## src/rtl/mem_wb_skid_reg_pkg.sv

```systemverilog
// Shared pipeline definitions for the MEM/WB boundary: occupancy states and control bit positions.
package mem_wb_skid_reg_pkg;

  // Encoding doubles as the entry count driven on the occupancy port.
  typedef enum logic [1:0] {
    ST_EMPTY = 2'd0,
    ST_ONE   = 2'd1,
    ST_TWO   = 2'd2
  } skid_state_t;

  localparam int WB_EN    = 0;
  localparam int MEM_R_EN = 1;

endpackage

```

## src/rtl/pipe_payload_reg.sv

```systemverilog
// Enable-loaded register for one MEM/WB payload (control, ALU result, memory value, destination).
module pipe_payload_reg #(
  parameter int DATA_W = 32,
  parameter int DEST_W = 5,
  parameter int CTRL_W = 2
) (
  input  logic              clk,
  input  logic              rst,
  input  logic              load,
  input  logic [CTRL_W-1:0] d_ctrl,
  input  logic [DATA_W-1:0] d_alu,
  input  logic [DATA_W-1:0] d_mem,
  input  logic [DEST_W-1:0] d_dest,
  output logic [CTRL_W-1:0] q_ctrl,
  output logic [DATA_W-1:0] q_alu,
  output logic [DATA_W-1:0] q_mem,
  output logic [DEST_W-1:0] q_dest
);

  always_ff @(posedge clk or posedge rst) begin
    if (rst) begin
      q_ctrl <= '0;
      q_alu  <= '0;
      q_mem  <= '0;
      q_dest <= '0;
    end else if (load) begin
      q_ctrl <= d_ctrl;
      q_alu  <= d_alu;
      q_mem  <= d_mem;
      q_dest <= d_dest;
    end
  end

endmodule

```

## src/rtl/mem_wb_skid_reg.sv

```systemverilog
// MEM/WB pipeline register with optional two-entry skid buffer so upstream ready can be registered.
module mem_wb_skid_reg #(
  parameter int DATA_W = 32,
  parameter int DEST_W = 5,
  parameter int CTRL_W = 2,
  parameter int SKID   = 1
) (
  input  logic              clk,
  input  logic              rst,
  input  logic              in_valid,
  output logic              in_ready,
  input  logic [CTRL_W-1:0] in_ctrl,
  input  logic [DATA_W-1:0] in_alu,
  input  logic [DATA_W-1:0] in_mem,
  input  logic [DEST_W-1:0] in_dest,
  input  logic              flush,
  output logic              out_valid,
  input  logic              out_ready,
  output logic [CTRL_W-1:0] out_ctrl,
  output logic [DATA_W-1:0] out_alu,
  output logic [DATA_W-1:0] out_mem,
  output logic [DEST_W-1:0] out_dest,
  output logic [DATA_W-1:0] wb_value,
  output logic [1:0]        occupancy
);

  import mem_wb_skid_reg_pkg::*;

  skid_state_t state, state_next;
  logic        ready_q;
  logic        in_xfer, out_xfer;
  logic        main_load, main_from_skid, skid_load;

  logic [CTRL_W-1:0] main_ctrl, skid_ctrl, main_d_ctrl;
  logic [DATA_W-1:0] main_alu, skid_alu, main_d_alu;
  logic [DATA_W-1:0] main_mem, skid_mem, main_d_mem;
  logic [DEST_W-1:0] main_dest, skid_dest, main_d_dest;

  assign out_valid = (state != ST_EMPTY);
  assign in_xfer   = in_valid && in_ready;
  assign out_xfer  = out_valid && out_ready;

  // ready_q is low through reset and the cycle after; with SKID=0 it only gates that window.
  if (SKID != 0) begin : g_rdy_reg
    assign in_ready = ready_q;
  end else begin : g_rdy_comb
    assign in_ready = ready_q && (!out_valid || out_ready);
  end

  always_comb begin
    state_next     = state;
    main_load      = 1'b0;
    main_from_skid = 1'b0;
    skid_load      = 1'b0;
    if (flush) begin
      state_next = ST_EMPTY;
    end else begin
      case (state)
        ST_EMPTY: begin
          if (in_xfer) begin
            state_next = ST_ONE;
            main_load  = 1'b1;
          end
        end
        ST_ONE: begin
          if (in_xfer && out_xfer) begin
            main_load = 1'b1;
          end else if (in_xfer && (SKID != 0)) begin
            state_next = ST_TWO;
            skid_load  = 1'b1;
          end else if (out_xfer) begin
            state_next = ST_EMPTY;
          end
        end
        ST_TWO: begin
          if (out_xfer) begin
            state_next     = ST_ONE;
            main_load      = 1'b1;
            main_from_skid = 1'b1;
          end
        end
        default: state_next = ST_EMPTY;
      endcase
    end
  end

  always_ff @(posedge clk or posedge rst) begin
    if (rst) begin
      state   <= ST_EMPTY;
      ready_q <= 1'b0;
    end else begin
      state   <= state_next;
      ready_q <= (state_next != ST_TWO);
    end
  end

  assign main_d_ctrl = main_from_skid ? skid_ctrl : in_ctrl;
  assign main_d_alu  = main_from_skid ? skid_alu  : in_alu;
  assign main_d_mem  = main_from_skid ? skid_mem  : in_mem;
  assign main_d_dest = main_from_skid ? skid_dest : in_dest;

  pipe_payload_reg #(.DATA_W(DATA_W), .DEST_W(DEST_W), .CTRL_W(CTRL_W)) u_main (
    .clk    (clk),
    .rst    (rst),
    .load   (main_load),
    .d_ctrl (main_d_ctrl),
    .d_alu  (main_d_alu),
    .d_mem  (main_d_mem),
    .d_dest (main_d_dest),
    .q_ctrl (main_ctrl),
    .q_alu  (main_alu),
    .q_mem  (main_mem),
    .q_dest (main_dest)
  );

  if (SKID != 0) begin : g_skid
    pipe_payload_reg #(.DATA_W(DATA_W), .DEST_W(DEST_W), .CTRL_W(CTRL_W)) u_skid (
      .clk    (clk),
      .rst    (rst),
      .load   (skid_load),
      .d_ctrl (in_ctrl),
      .d_alu  (in_alu),
      .d_mem  (in_mem),
      .d_dest (in_dest),
      .q_ctrl (skid_ctrl),
      .q_alu  (skid_alu),
      .q_mem  (skid_mem),
      .q_dest (skid_dest)
    );
  end else begin : g_no_skid
    assign skid_ctrl = '0;
    assign skid_alu  = '0;
    assign skid_mem  = '0;
    assign skid_dest = '0;
  end

  // Control is masked on empty slots so a stale WB_en never reaches the register file.
  assign out_ctrl  = out_valid ? main_ctrl : '0;
  assign out_alu   = main_alu;
  assign out_mem   = main_mem;
  assign out_dest  = main_dest;
  assign wb_value  = out_ctrl[MEM_R_EN] ? out_mem : out_alu;
  assign occupancy = state;

endmodule

```

## config.mk

```make
export PLATFORM = sky130hd
export DESIGN_NAME = mem_wb_skid_reg
export DESIGN_NICKNAME = d
export VERILOG_FILES = /design/src/rtl/mem_wb_skid_reg_pkg.sv /design/src/rtl/pipe_payload_reg.sv /design/src/rtl/mem_wb_skid_reg.sv
export SDC_FILE = /design/constraint.sdc
export NUM_CORES = 1
export LEC_CHECK = 0
export CORE_AREA = 2 2 141 115
export CTS_CLUSTER_DIAMETER = 120
export DETAILED_ROUTE_END_ITERATION = 8
export DIE_AREA = 0 0 143 117
export GPL_ROUTABILITY_DRIVEN = 0
export PLACE_DENSITY = 0.83
export SLEW_MARGIN = 5
export SYNTH_ARGS = -nofsm -noshare
export SYNTH_HDL_FRONTEND = slang
export SYNTH_SLANG_ARGS = --single-unit
export TNS_END_PERCENT = 5
```

## constraint.sdc

```tcl
create_clock -name clk -period 4.1 [get_ports clk]
set_input_delay 0.41 -clock clk [delete_from_list [all_inputs] [get_ports clk]]
set_output_delay 0.41 -clock clk [all_outputs]
set_load 0.02 [all_outputs]
```

==> flow_metrics.env, run 1 <==
export IMPL_timing_final_hold_violations=0
export IMPL_slew_headroom=0.377
export IMPL_num_vias=4622
export IMPL_placed_area_sq_um=8460
export IMPL_routed_via_count_divided_by_cell_count=5.03
export IMPL_post_route_min_period_ns=3.29
export IMPL_worstSkewPairLatency_ns=0.41
export IMPL_dominantRegCellSynth="sky130_fd_sc_hd__dfrtp_1"
export IMPL_cts_resized_gates=0
export IMPL_die_w_um=143
export IMPL_pwr_share_comb=0.273
export IMPL_power_frac_seq=0.413
export IMPL_r2r_start="in_ready"
export IMPL_netlist_cell_type_count=26
export IMPL_cts_setup_buffers=0
export IMPL_seqCellArea_sq_um=3630
export IMPL_top_level_ports=183
export IMPL_drtAntennaViolNets=0
export IMPL_fillCellCount=1215
export IMPL_setup_slack_ns=0.813
export IMPL_summed_negative_setup_slack_over_all_endpoints_ns=0
export IMPL_ir_worst_vdd_mv=0.380
export IMPL_globalRouteTotalUtil=0.185
export IMPL_holdPathEnd="g_skid.u_skid.q_mem[20]"
export IMPL_dpl_hpwl_um=10200
export IMPL_grt_pass1_wl_um=24000
export IMPL_power_density_cell_area_nw_per_um2=540
export IMPL_maxClockFrequency_mhz=304
export IMPL_worst_path_max_fanout=33
export IMPL_clock_tree_from_tritoncts="built"
export IMPL_detail_route_wl_per_cell_um=16.6
export IMPL_synth_area_per_cell_sq_um=12.6
export IMPL_worst_endpoint_arrival_ns=2.88
export IMPL_post_synthesis_net_count=592
export IMPL_grt_overflow_total=0
export IMPL_holdPathStages=1
export IMPL_drv_cap=0
export IMPL_synthesis_area_sq_um=6480
export IMPL_worst_r2r_path_depth=5
export IMPL_post_synth_simple_gate_area=0.0558
export IMPL_drc=0
export IMPL_worst_r2r_endpoint="g_skid.u_skid.q_mem[22]"
export IMPL_synth_xor_xnor_area_share=0
export IMPL_synthesis_warnings=0
export IMPL_final_cell_count_no_fill=919
export IMPL_crit_path_cell_trace="or2_1 -> nand2_2 -> mux2_1 -> clkdlybuf4s50_1"
export IMPL_cp_slowest_stage_delay_ns=0.69
export IMPL_fin_util=0.586
export IMPL_grt_start_max_net_pins=146
export IMPL_stdcell_area_sq_um=9040
export IMPL_synth_mux_area_frac=0.289
export IMPL_postCtsHoldBufs=0
export IMPL_firstDrtPassIters=4
export IMPL_portBuffers=182
export IMPL_number_of_design_rule_violations_left_by_the_first_detailed_router_iteration=183
export IMPL_floorplan_die_area_sq_um=16700
export IMPL_cts_clk_slew_worst_paths_ns=0.06
export IMPL_initial_core_util=0.420
export IMPL_power_switching_mw=1.48
export IMPL_clock_sink_count=145
export IMPL_placement_rows=41
export IMPL_synth_largest_area_cell="sky130_fd_sc_hd__dfrtp_1"
export IMPL_pwr_share_clk=0.314
export IMPL_postSynth_asyncResetShare=1.00
export IMPL_multi_input_area_sq_um=2660
export IMPL_ctsHtreeMaxLevel=4
export IMPL_netlist_instances=516
export IMPL_detailedPlace_worstSlack_ns=1.16
export IMPL_setup_repair_after_global_routing_missed_its_margin="no"
export IMPL_layout_nets=767
export IMPL_layout_worst_path_cycle_share=0.802
export IMPL_critical_path_endpoint_type="output pin"
export IMPL_crit_buf_inv=1
export IMPL_worstMarginPinSlew_ns=0.931
export IMPL_place_detailed_instances=887
export IMPL_critPathRequiredTime_ns=3.69
export IMPL_core_area_sq_um=15400
export IMPL_setup_viol=0
export IMPL_drive_gt1_frac=0.0611
export IMPL_dominant_combinational_cell_family_by_area_after_synthesis="multiplexers"
export IMPL_finClkSkew_ns=0.00921
export IMPL_tritoncts_num_buffers=17
export IMPL_ys_ff_latch=145
export IMPL_worst_reg2reg_setup_slack_ns=1.73
export IMPL_critical_path_slowest_stage_cell="sky130_fd_sc_hd__nand2_2"
export IMPL_area_growth_pct=39.5
export IMPL_timing_critical_path_from_type="register"
export IMPL_synth_adder_area_share=0
export IMPL_p_int_mw=3.41
export IMPL_grt_pass1_vias=4762
export IMPL_synth_edf_count=0
export IMPL_die_height_um=117
export IMPL_detail_route_wirelength_um=15200
export IMPL_synth_seq_area_share=0.560
export IMPL_run_status="complete, no violations"
export IMPL_clk_root_buffer_cell="sky130_fd_sc_hd__clkbuf_16"
export IMPL_power_switching_fraction=0.303
export IMPL_synth_top_cell_area_share=0.560
export IMPL_min_delay_path_class="register to register"
export IMPL_antenna_diode_count=0
export IMPL_cpLargestDelayFamily="simple AND/OR/NAND/NOR gates"
export IMPL_static_leakage_power_nw=3.59
export IMPL_clock_tree_buffer_depth=2
export IMPL_hold_path_startpoint="g_skid.u_skid.q_mem[20]"
export IMPL_worst_setup_path_type="register to output pin"
export IMPL_share_of_the_synthesized_area_in_compound_gates_ao_oa_aoi_oai=0.0614
export IMPL_number_of_antenna_violations_at_the_first_check_in_global_routing=0
export IMPL_synthTopCellsByArea="sky130_fd_sc_hd__dfrtp_1 56%, sky130_fd_sc_hd__mux2_1 18%, sky130_fd_sc_hd__mux2i_1 11%, sky130_fd_sc_hd__a21oi_1 5.5%, sky130_fd_sc_hd__nor2_1 4.3%"
export IMPL_number_of_max_slew_violations_in_the_final_report=0
## final cells by class
type	instances	share of cell area
Multi-Input combinational cell	336	0.294
Timing Repair Buffer	189	0.209
Inverter	2	0.00124
Clock inverter	12	0.0147
Tap cell	215	0.0297
Sequential cell	145	0.401
Clock buffer	20	0.0505
## stage by stage
stage | power (mW) | hold slack (ns)
after CTS | 4.94 | 0.494
after global placement | 3.31 | 0.473
after detailed placement | 3.39 | 0.481
after global routing | 5.13 | 0.502
after floorplan | 2.70 | 0.464
final | 4.89 | 0.489
## worst max-delay path by stage
stage | depth (start not counted) | slack [ns] | start | to
final | 4 | 0.81 | occupancy[0] | wb_value[22]
after global routing | 4 | 0.69 | occupancy[0] | wb_value[7]
after CTS | 4 | 0.79 | occupancy[0] | wb_value[1]
after detailed placement | 6 | 1.16 | in_valid | g_skid.u_skid.q_mem[25]
after global placement | 6 | 1.24 | in_valid | g_skid.u_skid.q_mem[25]
after floorplan | 1 | 1.87 | rst | g_skid.u_skid.q_alu[0]
## power groups by stage
stage	sequential, mW	combinational, mW	clock (mW)
after floorplan	2.14	0.555	0
after global routing	2.07	1.43	1.63
final	2.02	1.33	1.53
after CTS	2.02	1.35	1.57
after detailed placement	2.04	1.34	0
after global placement	2.01	1.30	0
## routing by layer
metal,global-route usage,wire [um],vias to the layer above
met5,0,0,-
met4,0.0422,128,0
met3,0.0647,991,12
met2,0.320,7500,138
met1,0.226,6590,2303
li1,-,-,2169
## kinds of logic after synthesis
logic type	count (synthesis)
AOI/OAI and AO/OA	76
buffers and inverters	35
DFF	145
muxes	174
and+or+nand+nor	86
## cell usage after synthesis (all sizes together), types with 2 or more instances
master / instances
clkbuf: 6
a21oi: 71
dfrtp: 145
mux2: 103
inv: 2
nor2: 74
buf: 27
a31oi: 2
nand2: 3
mux2i: 71
## registers in the layout, indices dropped and copies added, names as in the netlist
signal,count
g_skid.u_skid.q_dest,5
u_main.q_dest,5
u_main.q_ctrl,2
u_main.q_alu,32
g_skid.u_skid.q_mem,32
g_skid.u_skid.q_alu,32
occupancy,2
u_main.q_mem,32
g_skid.u_skid.q_ctrl,2
in_ready,1
## worst register-to-register path: cells and delay by family (launching register included)
family	cells	cell delay, ns
simple gates	3	1.04
flops	1	0.40
mux	1	0.33
buf+inv	1	0.48
## cell usage in the layout (no fill, tap or decap), types with 2 or more instances in the layout
cell type | synthesis | routed
sky130_fd_sc_hd__mux2_1 | 103 | 103
sky130_fd_sc_hd__dfrtp_1 | 145 | 145
sky130_fd_sc_hd__clkinvlp_4 | 0 | 4
sky130_fd_sc_hd__nor2_1 | 74 | 74
sky130_fd_sc_hd__clkinv_4 | 0 | 2
sky130_fd_sc_hd__clkbuf_16 | 0 | 17
sky130_fd_sc_hd__clkinv_2 | 0 | 3
sky130_fd_sc_hd__bufinv_16 | 0 | 2
sky130_fd_sc_hd__mux2i_1 | 71 | 71
sky130_fd_sc_hd__buf_4 | 3 | 6
sky130_fd_sc_hd__a21oi_1 | 71 | 71
sky130_fd_sc_hd__clkbuf_8 | 2 | 2
sky130_fd_sc_hd__nand2_1 | 3 | 2
sky130_fd_sc_hd__clkdlybuf4s50_1 | 0 | 182
sky130_fd_sc_hd__inv_6 | 0 | 2
(Power assumes the default switching activity.)
==> inputs of run 2 (changes only) <==
--- a/config.mk
+++ b/config.mk
@@ -5,12 +5,12 @@
 export SDC_FILE = /design/constraint.sdc
 export NUM_CORES = 1
 export LEC_CHECK = 0
-export CORE_AREA = 2 2 141 115
+export CORE_AREA = 2 2 136 112
 export CTS_CLUSTER_DIAMETER = 120
 export DETAILED_ROUTE_END_ITERATION = 8
-export DIE_AREA = 0 0 143 117
+export DIE_AREA = 0 0 138 114
 export GPL_ROUTABILITY_DRIVEN = 0
-export PLACE_DENSITY = 0.83
+export PLACE_DENSITY = 0.84
 export SLEW_MARGIN = 5
 export SYNTH_ARGS = -nofsm -noshare
 export SYNTH_HDL_FRONTEND = slang
==> constraint.sdc (replaced) <==
create_clock -name clk -period 3.18 [get_ports clk]
set_input_delay 0.318 -clock clk [delete_from_list [all_inputs] [get_ports clk]]
set_output_delay 0.318 -clock clk [all_outputs]
set_load 0.02 [all_outputs]
==> run 2 against run 1 <==
Via count is 0.87% higher. Largest cell class unchanged. Critical path depth is 1 higher. Hold slack worse by 0.0023 ns. Largest power group unchanged. Register-to-register slack worse by 0.66 ns. First-iteration DRC count is 7.7% higher. Non-clock buffer count is 2 higher. Die area is 6.0% lower. Clock power is 25% higher. Sequential share of layout area is 0.13 points higher. Final cell count is 2.6% lower.
==> flow_metrics.env, run 2 (synthesis gave the netlist of run 1 again) <==
export IMPL_drc=0
export IMPL_number_of_design_rule_violations_left_by_the_first_detailed_router_iteration=197
export IMPL_critical_path_endpoint_type="output pin"
export IMPL_grt_pass1_wl_um=24900
export IMPL_dpl_hpwl_um=10200
export IMPL_timing_final_hold_violations=0
export IMPL_portBuffers=182
export IMPL_setup_repair_after_global_routing_missed_its_margin="no"
export IMPL_clk_root_buffer_cell="sky130_fd_sc_hd__clkbuf_16"
export IMPL_top_level_ports=183
export IMPL_finClkSkew_ns=0.0106
export IMPL_worst_setup_path_type="register to output pin"
export IMPL_drv_cap=0
export IMPL_fillCellCount=1126
export IMPL_floorplan_die_area_sq_um=15700
export IMPL_maxClockFrequency_mhz=333
export IMPL_worstSkewPairLatency_ns=0.41
export IMPL_worstMarginPinSlew_ns=0.770
export IMPL_antenna_diode_count=0
export IMPL_layout_nets=769
export IMPL_cp_slowest_stage_delay_ns=0.54
export IMPL_die_w_um=138
export IMPL_drtAntennaViolNets=0
export IMPL_setup_viol=0
export IMPL_layout_worst_path_cycle_share=0.943
export IMPL_placement_rows=40
export IMPL_post_route_min_period_ns=3.00
export IMPL_num_vias=4662
export IMPL_holdPathStages=1
export IMPL_run_status="complete, no violations"
export IMPL_layout_common_cells="182 x sky130_fd_sc_hd__clkdlybuf4s50_1, 145 x sky130_fd_sc_hd__dfrtp_1, 103 x sky130_fd_sc_hd__mux2_1"
export IMPL_grt_pass1_vias=4974
export IMPL_number_of_antenna_violations_at_the_first_check_in_global_routing=0
export IMPL_slew_headroom=0.487
export IMPL_clock_tree_buffer_depth=2
export IMPL_die_height_um=114
export IMPL_worst_path_max_fanout=16
export IMPL_routed_via_count_divided_by_cell_count=5.21
export IMPL_grt_overflow_total=0
export IMPL_drive_gt1_frac=0.0595
export IMPL_layout_commonest_cell="sky130_fd_sc_hd__clkdlybuf4s50_1"
export IMPL_timing_critical_path_from_type="register"
export IMPL_detail_route_wirelength_um=15300
export IMPL_worst_endpoint_arrival_ns=2.68
export IMPL_cts_resized_gates=0
export IMPL_power_density_cell_area_nw_per_um2=693
export IMPL_core_area_sq_um=14500
export IMPL_tritoncts_num_buffers=17
export IMPL_detail_route_wl_per_cell_um=17.1
export IMPL_grt_start_max_net_pins=146
export IMPL_cts_setup_buffers=0
export IMPL_postCtsHoldBufs=0
export IMPL_fin_util=0.621
export IMPL_worst_r2r_path_depth=5
export IMPL_cts_clk_slew_worst_paths_ns=0.06
export IMPL_clock_tree_from_tritoncts="built"
export IMPL_critPathRequiredTime_ns=2.86
export IMPL_static_leakage_power_nw=3.59
export IMPL_summed_negative_setup_slack_over_all_endpoints_ns=0
export IMPL_ir_worst_vdd_mv=0.428
export IMPL_critical_path_slowest_stage_cell="sky130_fd_sc_hd__clkdlybuf4s50_1"
export IMPL_firstDrtPassIters=4
export IMPL_number_of_max_slew_violations_in_the_final_report=0
export IMPL_clock_sink_count=145
export IMPL_ctsHtreeMaxLevel=4
export IMPL_area_growth_pct=39.1
export IMPL_globalRouteTotalUtil=0.199
export IMPL_min_delay_path_class="register to register"
export IMPL_crit_path_cell_trace="or2_1 -> nand2_2 -> buf_4 -> mux2_1 -> clkdlybuf4s50_1"
export IMPL_initial_core_util=0.447
-- run 2: layer usage --
metal,global-route usage,share of wire,up-vias
met4,0.0619,0.011,0
met2,0.339,0.49,141
met1,0.245,0.44,2337
met5,0,0,-
met3,0.0634,0.059,14
li1,-,-,2170
-- run 2: final cells by class --
cell class,instances,area [sq um],area share
Clock inverter,10,111,0.0124
Timing Repair Buffer,191,1910,0.212
Tap cell,189,236,0.0262
Inverter,2,11.3,0.00125
Clock buffer,22,454,0.0504
Multi-Input combinational cell,336,2660,0.295
Sequential cell,145,3630,0.402
-- run 2: worst paths after layout --
kind	slack, ns	startpoint	end
worst max-delay path	0.18	occupancy[0]	wb_value[25]
worst min-delay path	0.49	g_skid.u_skid.q_ctrl[1]	g_skid.u_skid.q_ctrl[1]
worst max register to register	1.07	occupancy[0]	u_main.q_alu[30]
worst min register to register	0.49	g_skid.u_skid.q_ctrl[1]	g_skid.u_skid.q_ctrl[1]
max in group asynchronous	2.10	rst	g_skid.u_skid.q_mem[19]
min in group asynchronous	0.50	rst	g_skid.u_skid.q_mem[0]
-- run 2: worst max-delay path, delay by kind of cell (launching register included) --
kind | cells | cell delay [ns]
flops | 1 | 0.48
mux | 1 | 0.35
simple gates | 2 | 0.57
buf+inv | 2 | 0.86
-- run 2: report_power, final --
group / internal, mW / switching (mW) / total, mW
clock: 1.17 / 0.751 / 1.92
combinational: 0.891 / 0.826 / 1.72
sequential: 2.30 / 0.301 / 2.61
-- run 2: metrics by stage --
stage | cell area, sq um | power, mW | hold WS, ns | cells | setup slack, ns
CTS | 9020 | 6.32 | 0.494 | 895 | 0.135
global route | 9020 | 6.57 | 0.503 | 895 | 0.0461
detailed placement | 8450 | 4.36 | 0.481 | 863 | 0.581
global placement | 8450 | 4.28 | 0.473 | 863 | 0.666
floorplan | 6490 | 3.48 | 0.381 | 516 | 1.04
finish | 9020 | 6.24 | 0.487 | 895 | 0.180
